### src/rtl/affine_pkg.sv
// Shared definitions for the affine transform engine: default sizing, FSM
// state encoding and the flat coefficient-address helper.
package affine_pkg;

  localparam int N_DEF = 8;
  localparam int F_DEF = 6;
  localparam int D_DEF = 2;

  typedef enum logic [1:0] {
    IDLE = 2'd0,
    MAC  = 2'd1,
    DONE = 2'd2
  } tAffState;

  // Row r occupies D+1 consecutive slots: D matrix coefficients, then c[r].
  function automatic int coef_index(input int r, input int j, input int d);
    return r * (d + 1) + j;
  endfunction

endpackage

### src/rtl/affine_sat.sv
// Narrows a row sum to OW bits. With AFFINE_SAT_EN defined the value clamps to
// the signed OW-bit range and flags the clamp; otherwise it wraps, flag held 0.
module affine_sat #(
  parameter int IW = 17,
  parameter int OW = 8
) (
  input  logic signed [IW-1:0] sum_i,
  output logic        [OW-1:0] res_o,
  output logic                 sat_o
);

`ifdef AFFINE_SAT_EN
  localparam logic signed [IW-1:0] MAXV = {{(IW-OW+1){1'b0}}, {(OW-1){1'b1}}};
  localparam logic signed [IW-1:0] MINV = {{(IW-OW+1){1'b1}}, {(OW-1){1'b0}}};

  always_comb begin
    res_o = sum_i[OW-1:0];
    sat_o = 1'b0;
    if (sum_i > MAXV) begin
      res_o = MAXV[OW-1:0];
      sat_o = 1'b1;
    end else if (sum_i < MINV) begin
      res_o = MINV[OW-1:0];
      sat_o = 1'b1;
    end
  end
`else
  logic unused_hi;

  assign res_o     = sum_i[OW-1:0];
  assign sat_o     = 1'b0;
  assign unused_hi = ^sum_i[IW-1:OW];
`endif

endmodule

### src/rtl/affine_mac_engine.sv
// y = M*x + c over D channels with one time-shared multiplier and valid/ready
// handshakes; optional output clamping is selected by AFFINE_SAT_EN.
module affine_mac_engine
  import affine_pkg::*;
#(
  parameter int N  = N_DEF,
  parameter int F  = F_DEF,
  parameter int D  = D_DEF,
  parameter int CA = $clog2(D*(D+1))
) (
  input  logic            clk,
  input  logic            reset,
  input  logic            coef_we,
  input  logic [CA-1:0]   coef_addr,
  input  logic [N-1:0]    coef_wdata,
  output logic            coef_ready,
  input  logic            in_valid,
  output logic            in_ready,
  input  logic [D*N-1:0]  in_data,
  output logic            out_valid,
  input  logic            out_ready,
  output logic [D*N-1:0]  out_data,
  output logic [D-1:0]    out_sat
);

  localparam int NCOEF = D * (D + 1);
  localparam int ACC_W = 2 * N + $clog2(D) + 1;
  localparam int RW    = (D > 1) ? $clog2(D) : 1;
  localparam logic [RW-1:0] LAST     = RW'(D - 1);
  localparam logic [CA:0]   NCOEF_W  = (CA+1)'(NCOEF);
  localparam logic [N-1:0]  COEF_ONE = N'(2 ** F);

  tAffState                 state_q, state_d;
  logic [RW-1:0]            r_q, r_d, j_q, j_d;
  logic signed [ACC_W-1:0]  acc_q, acc_d;
  logic [N-1:0]             x_q    [D];
  logic [N-1:0]             x_d    [D];
  logic [N-1:0]             coef_q [NCOEF];
  logic [N-1:0]             coef_d [NCOEF];
  logic [N-1:0]             res_q  [D];
  logic [N-1:0]             res_d  [D];
  logic [D-1:0]             sat_q, sat_d;
  logic                     load_x;

  logic [CA-1:0]            m_idx, c_idx;
  logic signed [N-1:0]      m_cur, x_cur, c_cur;
  logic signed [2*N-1:0]    prod;
  logic signed [ACC_W-1:0]  mac_sum, row_shift, row_sum;
  logic [N-1:0]             row_res;
  logic                     row_sat;

  assign m_idx = CA'(coef_index(int'(r_q), int'(j_q), D));
  assign c_idx = CA'(coef_index(int'(r_q), D, D));
  assign m_cur = $signed(coef_q[m_idx]);
  assign x_cur = $signed(x_q[j_q]);
  assign c_cur = $signed(coef_q[c_idx]);

  assign prod      = m_cur * x_cur;
  assign mac_sum   = acc_q + $signed({{(ACC_W-2*N){prod[2*N-1]}}, prod});
  // Kept as its own signal so the shift stays arithmetic (floor toward -inf).
  assign row_shift = mac_sum >>> F;
  assign row_sum   = row_shift + $signed({{(ACC_W-N){c_cur[N-1]}}, c_cur});

  affine_sat #(
    .IW (ACC_W),
    .OW (N)
  ) u_sat (
    .sum_i (row_sum),
    .res_o (row_res),
    .sat_o (row_sat)
  );

  // IDLE | ready for x and coefficient writes
  // MAC  | one product per cycle, row written out on its last column
  // DONE | result presented; handoff may chain straight into MAC
  always_comb begin
    state_d    = state_q;
    r_d        = r_q;
    j_d        = j_q;
    acc_d      = acc_q;
    x_d        = x_q;
    coef_d     = coef_q;
    res_d      = res_q;
    sat_d      = sat_q;
    load_x     = 1'b0;
    coef_ready = 1'b0;
    in_ready   = 1'b0;
    out_valid  = 1'b0;

    case (state_q)
      IDLE: begin
        coef_ready = 1'b1;
        in_ready   = 1'b1;
        load_x     = in_valid;
      end
      MAC: begin
        if (j_q == LAST) begin
          res_d[r_q] = row_res;
          sat_d[r_q] = row_sat;
          acc_d      = '0;
          j_d        = '0;
          if (r_q == LAST) begin
            r_d     = '0;
            state_d = DONE;
          end else begin
            r_d = r_q + 1'b1;
          end
        end else begin
          acc_d = mac_sum;
          j_d   = j_q + 1'b1;
        end
      end
      DONE: begin
        out_valid = 1'b1;
        in_ready  = out_ready;
        if (out_ready) begin
          state_d = IDLE;
          load_x  = in_valid;
        end
      end
      default: state_d = IDLE;
    endcase

    if (load_x) begin
      for (int i = 0; i < D; i++) x_d[i] = in_data[i*N +: N];
      r_d     = '0;
      j_d     = '0;
      acc_d   = '0;
      state_d = MAC;
    end

    if (coef_we && coef_ready && ({1'b0, coef_addr} < NCOEF_W))
      coef_d[coef_addr] = coef_wdata;
  end

  always_ff @(posedge clk) begin
    if (reset) begin
      state_q <= IDLE;
      r_q     <= '0;
      j_q     <= '0;
      acc_q   <= '0;
      sat_q   <= '0;
      for (int i = 0; i < D; i++) begin
        x_q[i]   <= '0;
        res_q[i] <= '0;
      end
      for (int r = 0; r < D; r++)
        for (int j = 0; j <= D; j++)
          coef_q[coef_index(r, j, D)] <= (j == r) ? COEF_ONE : '0;
    end else begin
      state_q <= state_d;
      r_q     <= r_d;
      j_q     <= j_d;
      acc_q   <= acc_d;
      sat_q   <= sat_d;
      x_q     <= x_d;
      res_q   <= res_d;
      coef_q  <= coef_d;
    end
  end

  always_comb begin
    out_data = '0;
    for (int i = 0; i < D; i++) out_data[i*N +: N] = res_q[i];
    out_sat = sat_q;
  end

endmodule

### config.mk
export PLATFORM = sky130hd
export DESIGN_NAME = affine_mac_engine
export DESIGN_NICKNAME = d
export VERILOG_FILES = /design/src/rtl/affine_pkg.sv /design/src/rtl/affine_sat.sv /design/src/rtl/affine_mac_engine.sv
export SDC_FILE = /design/constraint.sdc
export NUM_CORES = 1
export LEC_CHECK = 0
export CAP_MARGIN = 20
export CORE_UTILIZATION = 45
export DETAILED_ROUTE_END_ITERATION = 8
export REMOVE_ABC_BUFFERS = 1
export SLEW_MARGIN = 20
export SYNTH_ARGS = -nofsm -noshare
export SYNTH_HDL_FRONTEND = slang
export SYNTH_SLANG_ARGS = --single-unit
### constraint.sdc
create_clock -name clk -period 9.5 [get_ports clk]
set_input_delay 1.425 -clock clk [delete_from_list [all_inputs] [get_ports clk]]
set_output_delay 1.425 -clock clk [all_outputs]
set_load 0.01 [all_outputs]
==> out/summary.txt <==
Vias/cell: 5.39
Seq/Total Area, Yosys: 28.8%
Crit Path Class: flop to flop
Register area: 2000 um^2
Top cells by count, synth: nor2_1, dfxtp_1, nand2_1
Layout fillers: 1410
Reg power frac: 43.7%
Die Span Y: 126 um
H-tree depth: 3
Max-slew violations: 0
Power Density: 126 nW/um^2
Cell count after synthesis: 743
Async SR Flop Fraction: 0%
Status: finished, final reports clean
Crit path largest cell delay: 0.73 ns
Clock buffer depth: 2
DRT Pass-1 Iters: 5
Yosys warnings: 0
Setup Fix Bufs, Post-CTS: 0
Initial core utilization: 45.9%
F_max: 0.121 GHz
Grt total ovfl: 0
Footprint of the multi-input gates: 4580 um^2
GPL Wtd Cong: 0.895
Startpoint Class: flop
Total Routed Length: 16.8 mm
Max_cap viols: 0
Gate power share: 19.1%
CP most frequent cell: fa_1
Arr. time, crit path: 8.47 ns
Slack of the critical path: 1.25 ns
Switching power: 0.000306 W
Final setup violation count: 0
Routed length per instance: 17.2 um
Top post-synthesis cells by area: dfxtp_1, fa_1, mux2i_1
Required @ worst endpoint: 9.72 ns
Nets: 918
Die ar.: 15900 um^2
Placed insts: 961
Fin crit share: 86.8%
GRT Util Overall: 23.0%
RSZ-0062 raised after global routing: no
Clk_skew: 0.0129 ns
Post-synth EDFFs: 0
Min cycle time layout: 8.25 ns
Share of layout cells above drive strength 1: 6.72%
Post-synth top area share: 28.8%
Worst Hold Class: flop to flop
Routed vias: 5269
P_int: 0.000696 W
Largest net degree at the start of global routing: 84
Post-route DRC: 0
Fin. Hold Viols: 0
Yosys reg bits: 100
Tot Pwr: 0.00100 W
Worst-path fanout max: 16
Worst-path cell with the longest stage delay: dfxtp_1
Synth unique cells: 54
Slew @ Worst Pin: 1.04 ns
# hold bufs at CTS: 0
Layout Cells excl Fill: 977
Top_reg_cell synth: dfxtp_1
Switching share of total power: 30.5%
Synth-to-layout area growth: 14.0%
Die Wd: 126 um
Yosys top cell by area: dfxtp_1
CTS resizes: 0
Post-synthesis average cell area: 9.35 um^2
Max-slew headroom: 30.3%
Routed Antenna Nets: 0
Core area: 15100 um^2
Vias in the first global route: 5620
Clock latency on the worst-skew pair: 0.36 ns
Antenna diodes: 0
PortBufs: 52
Leakage: 3.65 nW
First-pass GRT wire length: 28.5 mm
Pre-CTS setup slack: 1.24 ns
Antenna violations before repair: 0
1st-iter DRT viols: 250
Clk pwr share: 37.2%
TritonCTS sink count: 100
CTS clk-pin slew, worst paths: 0.08 ns
Crit. End Element: flop
Inserted Clock Buffers: 9
Setup TNS: 0 ns
Worst IR Drop VDD: 100 uV
Final core occ: 52.3%
IO Pins: 53
CTS tree: yes
Root buf cell: clkbuf_16
DP HPWL: 13.0 mm
# rows: 45
Mapped cell area: 6950 um^2
Count leader, synth: nor2_1
-- power groups by stage --
stage / clock network, W / registers, W / logic [W]
after floorplan: 0 / 0.000446 / 0.000126
after global placement: 0 / 0.000447 / 0.000187
after detailed placement: 0 / 0.000447 / 0.000191
after CTS: 0.000384 / 0.000437 / 0.000193
after global routing: 0.000400 / 0.000439 / 0.000216
final: 0.000373 / 0.000438 / 0.000191
-- through the flow --
step / cell area [um^2] / hold slack, ns
detailed placement: 7630 / 0.450
global placement: 7630 / 0.446
floorplan: 6820 / 0.427
CTS: 7930 / 0.462
global route: 7930 / 0.480
finish: 7930 / 0.455
-- cell families (layout without fill, tap and decap cells) --
| family | count (synthesis) | after routing | share of synthesized area [%] |
|---|---|---|---|
| compound gates | 87 | 87 | 7.83 |
| xor+xnor | 22 | 22 | 3.37 |
| buf+inv | 95 | 141 | 5.37 |
| flops | 100 | 100 | 28.8 |
| fa+ha+maj | 102 | 102 | 25.0 |
| simple gates | 258 | 258 | 16.0 |
| mux | 79 | 79 | 13.7 |
-- sequential cells by signal, indices dropped and copies added (netlist names) --
| register | cells |
|---|---|
| coef_q | 48 |
| state_q | 2 |
| out_sat | 2 |
| x_q | 16 |
| j_q | 1 |
| out_data | 16 |
| r_q | 1 |
| acc_q | 14 |
-- per-layer routing --
metal | GRT usage (%) | vias to the layer above | share of wire [%]
met5 | 0 | - | 0
met4 | 8.29 | 0 | 2.8
met3 | 4.38 | 28 | 3.8
met2 | 38.6 | 142 | 47
met1 | 29.5 | 2579 | 46
li1 | - | 2520 | -
-- final timing paths --
kind                                  from                        to  slack (ns)  depth (start not counted)
hold reg to reg   out_data[6]$_SDFFE_PP0P_  out_data[6]$_SDFFE_PP0P_        0.46                          2
hold / removal    out_data[6]$_SDFFE_PP0P_  out_data[6]$_SDFFE_PP0P_        0.46                          2
setup / recovery          r_q$_SDFFE_PP0P_  out_data[7]$_SDFFE_PP0P_        1.25                         26
setup reg to reg          r_q$_SDFFE_PP0P_  out_data[7]$_SDFFE_PP0P_        1.25                         26
-- layout by cell type, fill, tap and decap left out, types with 3 or more instances in the layout --
cell type | synthesis | layout
a21o_1 | 3 | 3
a21oi_1 | 48 | 48
a22oi_1 | 6 | 6
a31oi_1 | 4 | 4
and3_1 | 4 | 4
buf_4 | 1 | 7
clkbuf_16 | 0 | 9
clkdlybuf4s50_1 | 0 | 51
dfxtp_1 | 100 | 100
fa_1 | 61 | 61
ha_1 | 41 | 41
inv_1 | 65 | 65
inv_6 | 0 | 4
mux2_2 | 11 | 11
mux2i_1 | 58 | 58
mux4_1 | 6 | 6
nand2_1 | 85 | 85
nand2b_1 | 10 | 10
nand3_1 | 7 | 7
nor2_1 | 120 | 120
nor2b_1 | 9 | 9
o21a_1 | 5 | 5
o21ai_0 | 3 | 3
or2_2 | 6 | 6
xnor2_1 | 16 | 16
xnor3_1 | 3 | 3
xor2_1 | 3 | 3
-- critical path, delay by kind of cell, from the launching register on --
family | cells | cell delay (ns)
adders and majority gates | 8 | 3.69
AOI/OAI and AO/OA | 7 | 1.61
DFF | 1 | 0.73
xor gates and xnor gates | 2 | 0.63
buffers and inverters | 5 | 0.60
muxes | 1 | 0.57
and+or+nand+nor | 3 | 0.25
-- cell type report --
type | instances | area share [%]
multi-input combinational | 548 | 57.8
tap | 188 | 2.97
clock inverter | 6 | 0.789
inverter | 66 | 3.13
clock buffer | 10 | 2.89
sequential | 100 | 25.3
timing repair buffer | 59 | 7.17
(Power assumes the default switching activity.)
